## src/rtl/sram_subsys_pkg.sv

```systemverilog
// Shared AHB encodings, response-FSM states and size helpers for the SRAM subsystem.
package sram_subsys_pkg;

  localparam logic [1:0] HTRANS_IDLE   = 2'b00;
  localparam logic [1:0] HTRANS_BUSY   = 2'b01;
  localparam logic [1:0] HTRANS_NONSEQ = 2'b10;
  localparam logic [1:0] HTRANS_SEQ    = 2'b11;

  localparam logic [2:0] HSIZE_BYTE  = 3'd0;
  localparam logic [2:0] HSIZE_HALF  = 3'd1;
  localparam logic [2:0] HSIZE_WORD  = 3'd2;
  localparam logic [2:0] HSIZE_DWORD = 3'd3;
  localparam logic [2:0] HSIZE_4WORD = 3'd4;
  localparam logic [2:0] HSIZE_8WORD = 3'd5;
  localparam logic [2:0] HSIZE_512   = 3'd6;
  localparam logic [2:0] HSIZE_1024  = 3'd7;

  localparam logic [1:0] HRESP_OKAY  = 2'b00;
  localparam logic [1:0] HRESP_ERROR = 2'b01;

  typedef enum logic [1:0] {
    StReady = 2'd0,
    StStall = 2'd1,
    StErr1  = 2'd2,
    StErr2  = 2'd3
  } resp_state_e;

  // Largest hsize whose byte count fits in data_width bits.
  function automatic logic [2:0] max_hsize(input int unsigned data_width);
    logic [2:0] r;
    r = HSIZE_BYTE;
    for (int i = 0; i < 8; i++) begin
      if ((32'd8 << i) <= data_width) r = 3'(i);
    end
    return r;
  endfunction

endpackage

```

## src/rtl/sram_access_decode.sv

```systemverilog
// Address-phase decode: qualification, size/alignment checks and group select.
module sram_access_decode
  import sram_subsys_pkg::*;
#(
  parameter int unsigned ADDR_WIDTH = 16,
  parameter int unsigned DATA_WIDTH = 32,
  parameter int unsigned NUM_GROUPS = 4,
  parameter int unsigned GROUP_LSB  = 12
) (
  input  logic                  hsel,
  input  logic [1:0]            htrans,
  input  logic [2:0]            hsize,
  input  logic [ADDR_WIDTH-1:0] haddr,
  input  logic                  hready_in,
  input  logic [NUM_GROUPS-1:0] rw_conflict,
  output logic                  accept,
  output logic                  size_err,
  output logic                  align_err,
  output logic [NUM_GROUPS-1:0] group_onehot,
  output logic                  conflict
);

  localparam int unsigned GroupW   = $clog2(NUM_GROUPS);
  localparam logic [2:0]  MaxHsize = max_hsize(DATA_WIDTH);

  logic [ADDR_WIDTH-1:0] align_mask;
  logic [GroupW-1:0]     group_idx;

  assign accept    = hsel & htrans[1] & hready_in;
  assign size_err  = hsize > MaxHsize;
  assign group_idx = haddr[GROUP_LSB +: GroupW];
  assign conflict  = rw_conflict[group_idx];

  // Low address bits that must be zero for the requested transfer size.
  always_comb begin
    align_mask = '0;
    for (int i = 0; i < int'(ADDR_WIDTH); i++) begin
      align_mask[i] = (i < int'(hsize));
    end
  end

  // Alignment is only meaningful for sizes the bus can carry.
  assign align_err = ~size_err & (|(haddr & align_mask));

  always_comb begin
    group_onehot            = '0;
    group_onehot[group_idx] = 1'b1;
  end

endmodule

```

## src/rtl/sram_ahb_resp_gen.sv

```systemverilog
// AHB slave response generator: wait states, per-group conflict stalls and
// two-cycle ERROR responses with a saturating error counter.
module sram_ahb_resp_gen
  import sram_subsys_pkg::*;
#(
  parameter int unsigned ADDR_WIDTH  = 16,
  parameter int unsigned DATA_WIDTH  = 32,
  parameter int unsigned NUM_GROUPS  = 4,
  parameter int unsigned GROUP_LSB   = 12,
  parameter int unsigned WAIT_STATES = 0,
  parameter int unsigned ERR_CNT_W   = 8
) (
  input  logic                  hclk,
  input  logic                  hreset,
  input  logic                  hsel,
  input  logic [1:0]            htrans,
  input  logic [2:0]            hsize,
  input  logic [ADDR_WIDTH-1:0] haddr,
  input  logic                  hwrite,
  input  logic                  hready_in,
  input  logic [NUM_GROUPS-1:0] rw_conflict,
  output logic                  hready,
  output logic [1:0]            hresp,
  output logic                  valid_access,
  output logic [NUM_GROUPS-1:0] access_group,
  output logic [ERR_CNT_W-1:0]  err_count
);

  logic                  accept;
  logic                  size_err;
  logic                  align_err;
  logic [NUM_GROUPS-1:0] group_onehot;
  logic                  conflict;
  logic                  access_err;
  logic [4:0]            stall_n;
  resp_state_e           state_q;
  logic [4:0]            cnt_q;

  sram_access_decode #(
    .ADDR_WIDTH (ADDR_WIDTH),
    .DATA_WIDTH (DATA_WIDTH),
    .NUM_GROUPS (NUM_GROUPS),
    .GROUP_LSB  (GROUP_LSB)
  ) u_decode (
    .hsel         (hsel),
    .htrans       (htrans),
    .hsize        (hsize),
    .haddr        (haddr),
    .hready_in    (hready_in),
    .rw_conflict  (rw_conflict),
    .accept       (accept),
    .size_err     (size_err),
    .align_err    (align_err),
    .group_onehot (group_onehot),
    .conflict     (conflict)
  );

  assign access_err   = accept & (size_err | align_err);
  assign valid_access = accept & ~size_err & ~align_err;
  assign access_group = valid_access ? group_onehot : '0;

  // Writes never wait on a conflicting write data phase.
  assign stall_n = 5'(WAIT_STATES) + 5'(~hwrite & conflict);

  always_ff @(posedge hclk) begin
    if (hreset) begin
      state_q   <= StReady;
      cnt_q     <= '0;
      hready    <= 1'b1;
      hresp     <= HRESP_OKAY;
      err_count <= '0;
    end else begin
      case (state_q)
        StReady, StErr2: begin
          if (access_err) begin
            state_q <= StErr1;
            hready  <= 1'b0;
            hresp   <= HRESP_ERROR;
            if (err_count != '1) err_count <= err_count + ERR_CNT_W'(1);
          end else if (valid_access && (stall_n != 5'd0)) begin
            state_q <= StStall;
            cnt_q   <= stall_n;
            hready  <= 1'b0;
            hresp   <= HRESP_OKAY;
          end else begin
            state_q <= StReady;
            hready  <= 1'b1;
            hresp   <= HRESP_OKAY;
          end
        end
        StStall: begin
          if (cnt_q == 5'd1) begin
            state_q <= StReady;
            cnt_q   <= '0;
            hready  <= 1'b1;
          end else begin
            cnt_q <= cnt_q - 5'd1;
          end
          hresp <= HRESP_OKAY;
        end
        StErr1: begin
          state_q <= StErr2;
          hready  <= 1'b1;
          hresp   <= HRESP_ERROR;
        end
        default: begin
          state_q <= StReady;
          cnt_q   <= '0;
          hready  <= 1'b1;
          hresp   <= HRESP_OKAY;
        end
      endcase
    end
  end

endmodule
```

## config.mk

```make
export PLATFORM = sky130hd
export DESIGN_NAME = sram_ahb_resp_gen
export DESIGN_NICKNAME = d
export VERILOG_FILES = /design/src/rtl/sram_subsys_pkg.sv /design/src/rtl/sram_access_decode.sv /design/src/rtl/sram_ahb_resp_gen.sv
export SDC_FILE = /design/constraint.sdc
export NUM_CORES = 1
export LEC_CHECK = 0
export CAP_MARGIN = 20
export CORE_ASPECT_RATIO = 1.75
export CORE_MARGIN = 1.5
export CORE_UTILIZATION = 25
export DETAILED_ROUTE_END_ITERATION = 8
export PLACE_DENSITY = 0.56
export SYNTH_ARGS = -nofsm -noshare
export SYNTH_HDL_FRONTEND = slang
export SYNTH_SLANG_ARGS = --single-unit
```

## constraint.sdc

```tcl
create_clock -name hclk -period 3.9 [get_ports hclk]
set_clock_uncertainty 0.05 [all_clocks]
set_input_delay 0.78 -clock hclk [delete_from_list [all_inputs] [get_ports hclk]]
set_output_delay 0.78 -clock hclk [all_outputs]
set_load 0.05 [all_outputs]
```

Word-level counts from Yosys, hierarchy flattened. Index checks and enable logic that the tools add are counted. W data, S select, Z words.

Register bits: 18. Output and inout port bits: 16.

Add/sub/neg operators: 2. Order comparisons: 10. Eq/ne operators: 8. Mux-type cells: 19. Bitwise gates (word level): 12. Reduce and logical (&&, ||, !) cells: 9.

Operator list (count): $and A16 B7 Y16 (1); $reduce_or A16 Y1 (1); $mux W5 (3); $pmux W2 S3 (2); $pmux W5 S2 (1); $lt A3 B3 Y1 const A (3); $add A8 B1 Y8 const B (1); $ne A8 B8 Y1 const B (1); $mux W1 (7); $and A1 B1 Y1 (6); $lt A1 B3 Y1 const A (2); $lt A2 B3 Y1 const A (2); $ne A2 B2 Y1 const B (3); $reduce_and A3 Y1 (2); $and A5 B1 Y5 (1); $eq A5 B1 Y1 const B (1); $not A1 Y5 (1); $reduce_bool A5 Y1 (1); $sub A5 B1 Y5 const B (1); $eq A2 B2 Y1 const B (2); $mux W2 (2); $mux W4 (1); $gt A3 B2 Y1 const B (1); $lt A2 B3 Y1 const B (1); 11 further kinds (13).

Longest topological paths before layout.
Depth after elaboration: 10. Depth in mapped cells: 7.

By module. A second synthesis with hierarchy kept.

Cells, all modules: 116. Area total of the unflattened synthesis: 1026.0 sq um.

By module, submodules not included: sram_ahb_resp_gen (instances 1, cells each 105, area each 942.2 sq um, seq. area each 340.3 sq um); sram_access_decode (instances 1, cells each 11, area each 83.8 sq um, seq. area each 0.0 sq um).

Worst setup path before layout. OpenSTA, ideal clock, no wires.

Path type: input-to-output. Start: input port hsize[0]. End: output port access_group[2]. Arrival: 2584 ps. Data required time: 3070 ps. Setup slack: 486 ps. Cell stages on the path: 4. Buffers on the path: 0. Path through: nor3_1 o21ba_2 nand4_1 nor3b_1.

Longest elaborated chain between the ends: 7. Elaborated cells between the ends (all ways): 16.

RTL lines: from (decl) (RTL line sram_ahb_resp_gen.sv:17) `input logic [2:0] hsize,`; $lt A1 B3 Y1, or another cell as far along (RTL line sram_access_decode.sv:38) `align_mask[i] = (i < int'(hsize));`; $and A16 B7 Y16 (RTL line sram_access_decode.sv:43) `assign align_err = ~size_err & (|(haddr & align_mask));`; $reduce_or A16 Y1 (RTL line sram_access_decode.sv:43); $and A1 B1 Y1 (RTL line sram_access_decode.sv:43); $not A1 Y1 (RTL line sram_ahb_resp_gen.sv:59) `assign valid_access = accept & ~size_err & ~align_err;`; $and A1 B1 Y1 (*) (RTL line sram_ahb_resp_gen.sv:59); $mux W4 (*) (RTL line sram_ahb_resp_gen.sv:60) `assign access_group = valid_access ? group_onehot : '0;`; to (decl) (RTL line sram_ahb_resp_gen.sv:25) `output logic [NUM_GROUPS-1:0] access_group,`.

Mark *: on every way between the ends. The rest lies on a longest branch, timed or not.

Final worst setup path. Ends and elaborated chain as after synthesis.

==> metrics.txt <==
FP Rows=30; WP depth=6; Skew-Pair Late Insertion Delay=roughly 0.25 ns; Worst setup SP type=input port; hold path startpoint=cnt_q[1]; P&R area growth vs syn=41.8%; r2r setup slk=1.58 ns; Post-Layout Cell Count=between 150 and 200; worst hold path type=register to register; critical path's top delay family=simple AND/OR/NAND/NOR gates; Worst Tran Pin Value=0.762 ns; GRT met3 Usage=0.0309; Hold EP=cnt_q[1]; CP Cell Sequence=clkdlybuf4s50_1 > nor3_1 > o21ba_2 > nand4_1 > nor3b_1 > buf_12; crit path max fanout=7; Worst path max stage delay=around 0.44 ns; largest net degree at the start of global routing=19; register area share after synthesis=0.335; Nets=about 190; Post-CTS Hold Fix Bufs=0; Req. time, crit path=a little over 3 ns; max capacitance violation total=0; PortBufs=31; overall routed net length=2.47 mm; area of the multi-input gates=624 µm²; Initial DRT Pass Iterations=4; Critical Path Sink Type=primary output; core area=around 3900 µm²; fin crit share=0.871; Starting Density=0.262; via count of the first global-routing pass=~900; CP arrival=approximately 2.6 ns; final HPWL from detailed placement=about 1.9 mm; met2 usage=0.217; Clock Root Buffer=clkbuf_8; CTS tree=done; Crit Path Class=input port to primary output; CP max stage cell=clkdlybuf4s50_1; min Tclk post-route=roughly 3.4 ns; layout cells sized above 1=0.127; GRT Max-Usage Layer=met2; mean post-synth cell area=8.60 µm²; Post-DRT Antenna Nets=0; initial antenna violation count=0; chip width=approximately 51 µm; Post-Syn Area=around 1000 µm²; Power Density=257 nW/µm²; CTS buffer count=3; RSZ-0062 raised after global routing=false; DRC viols=0; Storage cell area=roughly 340 µm²; routability cong.=0.834; Max Slew Vio Count=0; Reg-to-Reg End=cnt_q[2]; Peak Freq=between 200 and 300 MHz; Seq cells post-synth=17; Top Ports=46; Final Setup Violations=0; clock-pin slew on the worst setup and hold paths=approximately 0.070 ns; per-cell routed wire length=around 12 µm; first-pass GRT wire length=4.15 mm; Worst R2R Start=state_q[0]; Setup TNS Final=0 ns; overall power=roughly 0.37 mW; Yosys warning count=0; number of enable flip-flop cells after synthesis=0; syn nets=roughly 150; TritonCTS Sinks=17; Worst Setup SP=hsize[0]; Fillers=402; Min-Delay Path Depth=2; H-tree Lvls=1; DIE HEIGHT=between 80 and 90 µm; GR Util met1=0.140; peak supply drop=277 µV; Leakage=around 0.51 nW; die footprint=around 4500 µm²; Post-CTS Resized=0; Yosys cell types=44; dpl cells=~190; GR Overflow Total=0; clk buf depth=2; vias per inst=4.97; ys async rst share=0; status=completed; ANT cells=0; Worst Path Buf+Inv=2; main flop type after synthesis=dfxtp_1; postcts setup bufs=0; max_slew headroom=0.488; via count=roughly 990; initial drt markers=13; GR Util All Layers=0.121; worst reg2reg path depth=6; final hold violations=0; Mapped Cells=roughly 120
-- placed cells by master (no fill, tap or decap), types with 4 or more instances in the layout --
| master | count |
|---|---|
| ha_1 | 5 |
| nor3_1 | 6 |
| nor2_1 | 15 |
| xnor2_1 | 5 |
| nor4_1 | 4 |
| nand4_1 | 4 |
| dfxtp_1 | 17 |
| clkdlybuf4s50_1 | 26 |
| a21oi_1 | 6 |
| inv_1 | 8 |
-- kinds of logic (layout without fill, tap and decap cells) --
group / after synthesis / in the layout / synth area share
buffers and inverters: 11 / 43 / 0.0493
multiplexers: 3 / 3 / 0.0321
flip-flops: 17 / 17 / 0.335
AND/OR/NAND/NOR: 51 / 51 / 0.284
XOR/XNOR: 5 / 5 / 0.0432
adder cells (fa/ha/maj): 5 / 5 / 0.0617
other: 1 / 1 / 0.00370
AO/OA/AOI/OAI: 25 / 25 / 0.191
-- worst min-delay path: stages, from the launching register on --
cell and delay, ns:
dfxtp_1 0.32, nand2_1 0.05, a21oi_1 0.05
-- report_power, final --
part           switching (mW)  internal, mW
clock network          0.0667        0.0719
logic                  0.0273        0.0264
registers             0.00193         0.175
-- sequential cells by signal, indices dropped and copies added, names as in the netlist --
name       cells
err_count      8
hresp          1
hready         1
cnt_q          5
state_q        2
-- Yosys cell counts, types with 2 or more instances --
library cell	instances	area share
nor3_1	6	0.030
xnor2_1	5	0.043
nor4_1	4	0.025
inv_1	8	0.030
nor2_1	15	0.055
ha_1	5	0.062
a211oi_1	3	0.022
and4_1	2	0.017
nand3_1	3	0.015
nor2b_1	3	0.018
dfxtp_1	17	0.34
buf_4	2	0.015
nor3b_1	3	0.022
mux2_2	2	0.022
a21oi_1	6	0.030
nand4_1	4	0.025
nand2_1	3	0.011
-- stage by stage --
step / setup slack (ns) / util / area (µm²) / hold slack, ns
after detailed placement: 0.470 / 0.360 / 1390 / 0.407
after global routing: 0.358 / 0.372 / 1440 / 0.453
after floorplan: 0.486 / - / 1010 / 0.390
after CTS: 0.461 / 0.372 / 1440 / 0.419
after global placement: 0.533 / 0.360 / 1390 / 0.402
final: 0.504 / 0.372 / 1440 / 0.417
-- cell type report --
type,instances,area share
tap,48,0.0417
timing repair buffer,31,0.233
clock inverter,1,0.00522
inverter,8,0.0209
sequential,17,0.237
clock buffer,3,0.0287
multi-input combinational,90,0.434
-- per-layer routing --
layer	vias up	share of wire
met5	-	0
li1	499	-
met4	0	0.0077
met3	2	0.056
met2	23	0.53
met1	461	0.41
-- worst max path at each step --
stage                            endpoint  slack [ns]
after floorplan           access_group[2]        0.49
after global placement    access_group[2]        0.53
after detailed placement  access_group[1]        0.47
after CTS                 access_group[1]        0.46
after global routing      access_group[2]        0.36
final                     access_group[2]        0.50
Power figures use the tool's default switching activity.
